`src/rtl/i2c_slave_read_port.sv`:
```
`default_nettype none
// ============================================================================
// Module : i2c_slave_read_port
// Desc   : I2C slave that takes a 1-byte buffer pointer on writes and streams
//          buffer bytes on reads. I2C_SLV_TIMEOUT_EN adds an SCL-low abort.
// Rev    : 1.0  initial release
// ============================================================================
module i2c_slave_read_port #(
    parameter logic [6:0]  SLAVE_ADDR  = 7'h42,
    parameter int          ADDR_W      = 5,
    parameter logic [19:0] TIMEOUT_CYC = 20'd500000
) (
    input  logic              clk,
    input  logic              reset,
    input  logic              scl_in,
    input  logic              sda_in,
    output logic              sda_oe,
    output logic [ADDR_W-1:0] RADD,
    input  logic [7:0]        DOUT,
    output logic              busy,
    output logic              rd_strb
);

    typedef enum logic [3:0] {
        S_IDLE, S_ADDR, S_ADDR_ACK, S_PTR, S_PTR_ACK,
        S_RD_LOAD, S_RD_BYTE, S_RD_ACK, S_WAIT_STOP
    } state_t;

    state_t            state_q, state_d;
    logic [3:0]        bitcnt_q, bitcnt_d;
    logic [7:0]        shift_q, shift_d;
    logic              rw_q, rw_d;
    logic              ptr_done_q, ptr_done_d;
    logic [ADDR_W-1:0] radd_q, radd_d;
    logic              sda_oe_q, sda_oe_d;
    logic              busy_q, busy_d;
    logic              rd_strb_q, rd_strb_d;

    logic scl_meta_q, scl_sync_q, scl_prev_q;
    logic sda_meta_q, sda_sync_q, sda_prev_q;

    logic       w_scl_rise, w_scl_fall, w_start, w_stop, w_timeout;
    logic [7:0] w_byte;

    assign w_scl_rise = scl_sync_q & ~scl_prev_q;
    assign w_scl_fall = ~scl_sync_q & scl_prev_q;
    assign w_start    = scl_sync_q & scl_prev_q & sda_prev_q & ~sda_sync_q;
    assign w_stop     = scl_sync_q & scl_prev_q & ~sda_prev_q & sda_sync_q;
    assign w_byte     = {shift_q[6:0], sda_sync_q};

`ifdef I2C_SLV_TIMEOUT_EN
    logic [19:0] to_cnt_q, to_cnt_d;

    always_comb begin
        to_cnt_d = 20'd0;
        if (busy_q && !scl_sync_q)
            to_cnt_d = to_cnt_q + 20'd1;
    end

    assign w_timeout = busy_q && !scl_sync_q && (to_cnt_q == TIMEOUT_CYC);

    always_ff @(posedge clk) begin
        if (reset) to_cnt_q <= 20'd0;
        else       to_cnt_q <= to_cnt_d;
    end
`else
    logic w_unused_timeout;
    assign w_unused_timeout = ^TIMEOUT_CYC;
    assign w_timeout        = 1'b0;
`endif

    always_comb begin
        state_d    = state_q;
        bitcnt_d   = bitcnt_q;
        shift_d    = shift_q;
        rw_d       = rw_q;
        ptr_done_d = ptr_done_q;
        radd_d     = radd_q;
        sda_oe_d   = sda_oe_q;
        busy_d     = busy_q;
        rd_strb_d  = 1'b0;
        if (w_start) begin
            state_d    = S_ADDR;
            bitcnt_d   = 4'd0;
            sda_oe_d   = 1'b0;
            busy_d     = 1'b0;
            ptr_done_d = 1'b0;
        end else if (w_stop || w_timeout) begin
            state_d  = S_IDLE;
            sda_oe_d = 1'b0;
            busy_d   = 1'b0;
        end else begin
            unique case (state_q)
                S_IDLE: state_d = S_IDLE;
                S_ADDR: if (w_scl_rise) begin
                    shift_d  = w_byte;
                    bitcnt_d = bitcnt_q + 4'd1;
                    if (bitcnt_q == 4'd7) begin
                        bitcnt_d = 4'd0;
                        rw_d     = sda_sync_q;
                        if (shift_q[6:0] == SLAVE_ADDR) begin
                            state_d = S_ADDR_ACK;
                            busy_d  = 1'b1;
                        end else begin
                            state_d = S_IDLE;
                        end
                    end
                end
                // Reads hand over to RD_LOAD while ACK is still held; the next
                // fall both ends the ACK and presents the first data bit.
                S_ADDR_ACK: if (w_scl_fall) begin
                    if (!sda_oe_q) begin
                        sda_oe_d = 1'b1;
                        if (rw_q) state_d = S_RD_LOAD;
                    end else begin
                        sda_oe_d = 1'b0;
                        state_d  = S_PTR;
                    end
                end
                S_PTR: if (w_scl_rise) begin
                    shift_d  = w_byte;
                    bitcnt_d = bitcnt_q + 4'd1;
                    if (bitcnt_q == 4'd7) begin
                        bitcnt_d = 4'd0;
                        state_d  = S_PTR_ACK;
                        if (!ptr_done_q) begin
                            radd_d     = w_byte[ADDR_W-1:0];
                            ptr_done_d = 1'b1;
                        end
                    end
                end
                S_PTR_ACK: if (w_scl_fall) begin
                    if (!sda_oe_q) begin
                        sda_oe_d = 1'b1;
                    end else begin
                        sda_oe_d = 1'b0;
                        state_d  = S_PTR;
                    end
                end
                S_RD_LOAD: if (w_scl_fall) begin
                    shift_d   = DOUT;
                    rd_strb_d = 1'b1;
                    sda_oe_d  = ~DOUT[7];
                    bitcnt_d  = 4'd1;
                    state_d   = S_RD_BYTE;
                end
                S_RD_BYTE: if (w_scl_fall) begin
                    if (bitcnt_q == 4'd8) begin
                        sda_oe_d = 1'b0;
                        state_d  = S_RD_ACK;
                    end else begin
                        shift_d  = {shift_q[6:0], 1'b0};
                        sda_oe_d = ~shift_q[6];
                        bitcnt_d = bitcnt_q + 4'd1;
                    end
                end
                S_RD_ACK: if (w_scl_rise) begin
                    if (!sda_sync_q) begin
                        radd_d  = radd_q + {{(ADDR_W-1){1'b0}}, 1'b1};
                        state_d = S_RD_LOAD;
                    end else begin
                        state_d = S_WAIT_STOP;
                    end
                end
                S_WAIT_STOP: sda_oe_d = 1'b0;
                default: state_d = S_IDLE;
            endcase
        end
    end

    always_ff @(posedge clk) begin
        if (reset) begin
            scl_meta_q <= 1'b1;
            scl_sync_q <= 1'b1;
            scl_prev_q <= 1'b1;
            sda_meta_q <= 1'b1;
            sda_sync_q <= 1'b1;
            sda_prev_q <= 1'b1;
            state_q    <= S_IDLE;
            bitcnt_q   <= 4'd0;
            shift_q    <= 8'd0;
            rw_q       <= 1'b0;
            ptr_done_q <= 1'b0;
            radd_q     <= '0;
            sda_oe_q   <= 1'b0;
            busy_q     <= 1'b0;
            rd_strb_q  <= 1'b0;
        end else begin
            scl_meta_q <= scl_in;
            scl_sync_q <= scl_meta_q;
            scl_prev_q <= scl_sync_q;
            sda_meta_q <= sda_in;
            sda_sync_q <= sda_meta_q;
            sda_prev_q <= sda_sync_q;
            state_q    <= state_d;
            bitcnt_q   <= bitcnt_d;
            shift_q    <= shift_d;
            rw_q       <= rw_d;
            ptr_done_q <= ptr_done_d;
            radd_q     <= radd_d;
            sda_oe_q   <= sda_oe_d;
            busy_q     <= busy_d;
            rd_strb_q  <= rd_strb_d;
        end
    end

    assign sda_oe  = sda_oe_q;
    assign RADD    = radd_q;
    assign busy    = busy_q;
    assign rd_strb = rd_strb_q;

endmodule
`default_nettype wire
```
`config.mk`:
```
export PLATFORM = sky130hd
export DESIGN_NAME = i2c_slave_read_port
export DESIGN_NICKNAME = d
export VERILOG_FILES = /design/src/rtl/i2c_slave_read_port.sv
export SDC_FILE = /design/constraint.sdc
export NUM_CORES = 1
export LEC_CHECK = 0
export ABC_AREA = 1
export CORE_ASPECT_RATIO = 1.4
export CORE_MARGIN = 5
export CORE_UTILIZATION = 50
export CTS_CLUSTER_SIZE = 8
export DETAILED_ROUTE_END_ITERATION = 6
export HOLD_SLACK_MARGIN = 0.06
export PLACE_DENSITY_LB_ADDON = 0.08
export SYNTH_ARGS = -nofsm -noshare
export SYNTH_HDL_FRONTEND = slang
export SYNTH_SLANG_ARGS = --single-unit
```
`constraint.sdc`:
```
create_clock -name clk -period 1.3 [get_ports clk]
set_input_delay 0.325 -clock clk [delete_from_list [all_inputs] [get_ports clk]]
set_output_delay 0.325 -clock clk [all_outputs]
set_load 0.02 [all_outputs]
```
; After elaboration in Yosys (flattened, before gate mapping)
; Index checks and enable logic that the tools add are counted.
[classes]
add_sub_neg = 2
mul = 0
n_div = 0
n_lt_le_gt_ge = 0
n_eq_ne = 41
n_shift = 0
muxes = 42
bitwise = 17
n_reduce_logical = 17
[op_table]
columns = op, count
row1 = $mux 4, 19
row2 = $ne 4x4->1 const B, 11
row3 = $pmux 4 s8, 1
row4 = $mux 7, 4
row5 = $ne 2x2->1 const B, 14
row6 = $reduce_and 13->1, 2
row7 = $mux 5, 5
row8 = $pmux 7 s3, 1
row9 = $eq 4x3->1 const B, 5
row10 = $pmux 4 s3, 1
row11 = $reduce_and 4->1, 3
row12 = $not 1->1, 10
row13 = $pmux 5 s2, 1
row14 = $eq 4x2->1 const B, 2
row15 = $eq 4x4->1 const B, 2
row16 = $mux 1, 8
row17 = $reduce_and 8->1, 1
row18 = $and 1x1->1, 7
row19 = $eq 7x7->1 const B, 1
row20 = $reduce_and 7->1, 1
row21 = $ne 3x3->1 const B, 2
row22 = $reduce_and 6->1, 1
row23 = $reduce_or 2->1, 3
row24 = $add 5x1->5 const B, 1
row25 = 12 further kinds, 13
[word_totals]
reg_bits = 31
latch_bits = 0
ramBits = 0
rom_bits = 0
input_bits = 12
output_inout_bits = 8
elab_cells = 135
mem_count = 0

; Depth between registers and ports, before layout
[depth]
word_depth = 7
mapped_depth = 10
mapped_depth_nobuf = 10

; Worst setup path after synthesis
; No wires, ideal clock.
[synth_path]
kind = reg-to-reg
startpoint = register bitcnt_q[0]
endpoint = register state_q[0]
setup_time_ns = 0.115
t_arrival_ns = 1.322
t_required_ns = 1.185
slack_ns = -0.137
path_stages_with_launch = 9
path_buffers = 0
period_less_slack_ns = 1.437
cell_sequence = dfxtp_1 > ha_1 > nand2_1 > nor2_1 > nor2_1 > nor2_1 > nand3_2 > a21oi_1 > nor2_1
[synth_between]
elab_chain_len = 3
elab_cells_between_ends = 6
classes_between = 5 x eq/ne / 1 x reduce/logical
[synth_rtl]
columns = element, line_no
row1 = start: declaration, 30  ; logic [3:0] bitcnt_q, bitcnt_d;
row2 = start signal: assignment, 196  ; bitcnt_q <= bitcnt_d;
row3 = $eq 4x4->1 or $eq 4x3->1 (tied branches), "148, 98, 123"
row4 = $ne 4x4->1 (no line), n/a
row5 = $reduce_and 13->1 (no line) *, n/a
row6 = end signal: assignment, 195  ; state_q <= state_d;
row7 = end: declaration, 29  ; state_t state_q, state_d;
; Mark *: on every way between the ends. The rest lies on a longest branch, timed or not.
; A chain may end at the register's enable or synchronous reset.

; Worst setup path in the final report
[layout_path]
startpoint = register bitcnt_q[1]
endpoint = register state_q[3]
[layout_between]
elab_chain_len = 3
elab_cells_between_ends = 6
classes_between = 5 x eq/ne / 1 x reduce/logical
[layout_rtl]
columns = element, line_no
row1 = $eq 4x4->1 or $eq 4x3->1 (tied branches), "148, 98, 123"
row2 = $ne 2x2->1 (no line), n/a
row3 = $reduce_and 13->1 (no line) *, n/a
; Marks and branches as above.

==> out/metrics.json <==
{
  "synth_area_leaders": {"value": "sky130_fd_sc_hd__dfxtp_1 (35%), sky130_fd_sc_hd__nand2_1 (13%), sky130_fd_sc_hd__nor2_1 (11%)"},
  "grt_setup_unrepaired": {"value": "yes"},
  "finalClockSkew": {"value": 0.0143, "unit": "ns"},
  "yosysTopAreaCellShare": {"value": 35.1, "unit": "%"},
  "die_width": {"value": 60.2, "unit": "um"},
  "startpoint_type": {"value": "flip-flop"},
  "timing.slew.headroom": {"value": 81.6, "unit": "%"},
  "numCtsBuffers": {"value": 5},
  "number_of_antenna_violations_at_the_first_check_in_global_routing": {"value": 0},
  "placed_area": {"value": 0.00242, "unit": "mm2"},
  "synthDistinctLibCells": {"value": 30},
  "placement_rows": {"value": 25},
  "finalCriticalPeriod": {"value": 1.55, "unit": "ns"},
  "cts_tree": {"value": "done"},
  "ctsLongestPathBuffers": {"value": 2},
  "final_layout_size_suffix_gt1_share": {"value": 42.8, "unit": "%"},
  "globalplace.congestion": {"value": 0.929},
  "worst-setup-path-type": {"value": "flip-flop to flip-flop"},
  "insertedDiodeCount": {"value": 0},
  "initial_core_util": {"value": 51.8, "unit": "%"},
  "post_synth_inst_count": {"value": 272},
  "count_of_nets_left_with_antenna_violations_after_detail_routing": {"value": 0},
  "drt_drc_violations_left": {"value": 0},
  "ff_latch_area": {"value": 647, "unit": "um2"},
  "hold_path_depth": {"value": 1},
  "finalWorstSetupSlack": {"value": -0.251, "unit": "ns"},
  "multi_input_area": {"value": 0.00126, "unit": "mm2"},
  "hpwl": {"value": 3540, "unit": "um"},
  "final-max-slew-violation-count": {"value": 0},
  "ir_drop": {"value": 1.04, "unit": "mV"},
  "synth_top_flop_cell": {"value": "sky130_fd_sc_hd__dfxtp_1"},
  "worst-endpoint-arrival": {"value": 1.77, "unit": "ns"},
  "nFillCells": {"value": 212},
  "grt_pass1_wl": {"value": 8400, "unit": "um"},
  "leakage": {"value": 1.33, "unit": "nW"},
  "tightest_pin_transition": {"value": 0.276, "unit": "ns"},
  "setup_failing_eps_final": {"value": 23},
  "power.density_cell_area": {"value": 1490, "unit": "mW/mm2"},
  "achievable-frequency": {"value": 0.645, "unit": "GHz"},
  "final_number_of_hold_violating_endpoints": {"value": 0},
  "synth_edf_count": {"value": 0},
  "grt_start_max_net_pins": {"value": 15},
  "ys_async_sr_fraction": {"value": 0, "unit": "%"},
  "critical_path.slowest_cell": {"value": "sky130_fd_sc_hd__dfxtp_4"},
  "result_of_the_run": {"value": "finished, violations left"},
  "syn_avg_cell_area": {"value": 6.50, "unit": "um2"},
  "drt_pre_antenna_iters": {"value": 4},
  "worstHoldPathType": {"value": "flip-flop to flip-flop"},
  "portBuffers": {"value": 19},
  "initialDrtViolationCount": {"value": 141},
  "syn_to_final_growth": {"value": 60.3, "unit": "%"},
  "holdCritStartpoint": {"value": "sda_meta_q"},
  "root_buffer_master": {"value": "sky130_fd_sc_hd__clkbuf_8"},
  "cpMostUsedCell": {"value": "sky130_fd_sc_hd__nor2_2"},
  "cts.reportedPaths.clkPinSlew": {"value": 0.07, "unit": "ns"},
  "worst_setup_path_end_kind": {"value": "flip-flop"},
  "yosysTopAreaCell": {"value": "sky130_fd_sc_hd__dfxtp_1"},
  "hold_path_end": {"value": "sda_sync_q"},
  "route.detailed.vias_per_inst": {"value": 5.39},
  "wl_per_cell": {"value": 15.1, "unit": "um"},
  "crit-reg2reg-launch": {"value": "bitcnt_q[1]"},
  "min_period_over_period": {"value": 119, "unit": "%"},
  "core-area": {"value": 0.00341, "unit": "mm2"},
  "synth_cell_area": {"value": 0.00177, "unit": "mm2"},
  "critical-path-max-stage-delay": {"value": 0.37, "unit": "ns"},
  "maxcap_violations": {"value": 0},
  "totalNegativeSetupSlack": {"value": -3.93, "unit": "ns"},
  "worst_r2r_endpoint": {"value": "state_q[3]"},
  "die-area": {"value": 0.00484, "unit": "mm2"},
  "gr-total-overflow": {"value": 0},
  "grt_pass1_vias": {"value": 1976},
  "ioPinCount": {"value": 20},
  "fin_nets": {"value": 368},
  "worstRegToRegCells": {"value": 8},
  "grt_use_total": {"value": 23.0, "unit": "%"},
  "detail_route.wirelength": {"value": 5920, "unit": "um"},
  "syn_nets": {"value": 287},
  "floorplan.die.height": {"value": 80.3, "unit": "um"},
  "critPathMaxFanout": {"value": 5},
  "synth_warnings": {"value": 0},
  "yosysSeqAreaShare": {"value": 35.1, "unit": "%"},
  "cts_sinks": {"value": 31},
  "insertion_delay": {"value": 0.29, "unit": "ns"},
  "synth_register_bits": {"value": 31},
  "detailroute.via_count": {"value": 2118},
  "total_number_of_h_tree_levels": {"value": 2},
  "setup_slack_reg_to_reg": {"value": -0.25, "unit": "ns"},
  "worst_ep_required_time": {"value": 1.52, "unit": "ns"},
  "final_area": {"value": 0.00283, "unit": "mm2"},
  "failed_checks": {"value": "negative setup slack"},
  "critical_path.cell_chain": {"value": "ha_4 -> nand2_4 -> nor2_4 -> nor2_2 -> nor2_2 -> buf_4 -> nand4_1 -> a21oi_2"}
}
kinds of logic (layout without fill, tap and decap cells):
group                      count (synthesis)  in the layout  synth area share [%]
DFF                                       31             31                  35.1
buffers and inverters                     37            118                  8.92
and+or+nand+nor                          155            155                  39.0
AOI/OAI and AO/OA                         42             42                  12.9
xor gates and xnor gates                   4              4                  1.98
adders and majority gates                  3              3                  2.12
metrics by stage:
stage	utilization [%]	power [mW]	setup WS, ns	std cells	hold slack (ns)
after detailed placement	70.9	2.96	-0.250	376	0.398
after global routing	83.0	4.47	-0.321	393	0.438
final	83.0	4.21	-0.251	393	0.411
after floorplan	-	2.32	-0.00369	272	0.389
after global placement	70.9	2.93	-0.235	376	0.394
after CTS	77.5	3.86	-0.141	387	0.413
per-layer routing:
| layer | routed length, um | track usage, % | part of all wire, % | up-vias |
|---|---|---|---|---|
| li1 | - | - | - | 1034 |
| met1 | 2150 | 23.7 | 36 | 964 |
| met2 | 3180 | 43.2 | 54 | 96 |
| met3 | 377 | 4.82 | 6.4 | 24 |
| met4 | 208 | 9.31 | 3.5 | 0 |
| met5 | 0 | 0 | 0 | - |
synth_stat cells, types with 3 or more instances:
library cell,n
sky130_fd_sc_hd__or2_2,4
sky130_fd_sc_hd__ha_1,3
sky130_fd_sc_hd__o21ai_0,24
sky130_fd_sc_hd__nor2_1,53
sky130_fd_sc_hd__nand4_1,4
sky130_fd_sc_hd__nand2_1,61
sky130_fd_sc_hd__a21oi_1,11
sky130_fd_sc_hd__nor3_1,3
sky130_fd_sc_hd__inv_1,31
sky130_fd_sc_hd__nand3_1,20
sky130_fd_sc_hd__dfxtp_1,31
final cells by class:
type / instances / share of cell area, %
Clock buffer: 7 / 2.70
Inverter: 33 / 4.55
Multi-Input combinational cell: 204 / 44.5
Sequential cell: 31 / 22.8
Tap cell: 40 / 1.77
Timing Repair Buffer: 78 / 23.6
placed cells by master (no fill, tap or decap), types with 4 or more instances in the layout:
master	count
sky130_fd_sc_hd__clkdlybuf4s15_1	5
sky130_fd_sc_hd__nand2_1	44
sky130_fd_sc_hd__o21ai_0	12
sky130_fd_sc_hd__nand2_2	16
sky130_fd_sc_hd__o21ai_1	11
sky130_fd_sc_hd__nand3_2	4
sky130_fd_sc_hd__clkbuf_8	5
sky130_fd_sc_hd__a21oi_2	8
sky130_fd_sc_hd__clkdlybuf4s50_1	11
sky130_fd_sc_hd__nand3_1	15
sky130_fd_sc_hd__buf_6	9
sky130_fd_sc_hd__buf_4	49
sky130_fd_sc_hd__dfxtp_4	6
sky130_fd_sc_hd__nand4_1	4
sky130_fd_sc_hd__or2_2	4
sky130_fd_sc_hd__nor2_1	41
sky130_fd_sc_hd__nor2_2	5
sky130_fd_sc_hd__nor2_4	11
sky130_fd_sc_hd__inv_1	21
sky130_fd_sc_hd__inv_2	10
sky130_fd_sc_hd__dfxtp_1	22
worst max-delay path, delay by kind of cell, from the launching register on:
kind | cells | cell delay, ns
AND/OR/NAND/NOR | 5 | 0.66
flip-flops | 1 | 0.37
adder cells (fa/ha/maj) | 1 | 0.15
buffers and inverters | 1 | 0.15
AO/OA/AOI/OAI | 1 | 0.14
power by group:
part           internal, mW  switching, mW
combinational         0.959           1.21
clock                 0.368          0.357
sequential             1.15          0.166
total                  2.48           1.73
timing repair:
item / 4_1_cts / 5_1_grt
cloned: 1 / 1
setup buffers: 3 / 6
resized for setup: 54 / 58
endpoints found under the setup margin: 30 / 30
hold buffers: 0 / 0
pin swaps: 12 / 28
worst max-delay path by stage:
stage,start,end,slack (ns)
3_5_place_dp,reset,sda_oe,-0.25
2_1_floorplan,state_q[1],shift_q[2],-0.004
5_1_grt,bitcnt_q[1],state_q[3],-0.32
3_3_place_gp,reset,sda_oe,-0.23
4_1_cts,bitcnt_q[1],bitcnt_q[1],-0.14
6_report,bitcnt_q[1],state_q[3],-0.25
sequential cells by signal (all words and copies together), names as in the netlist:
name / flops
rw_q: 1
state_q: 4
rd_strb: 1
sda_sync_q: 1
scl_meta_q: 1
scl_prev_q: 1
busy: 1
ptr_done_q: 1
shift_q: 7
bitcnt_q: 4
sda_prev_q: 1
RADD: 5
sda_oe: 1
scl_sync_q: 1
sda_meta_q: 1
(Power assumes the default switching activity.)
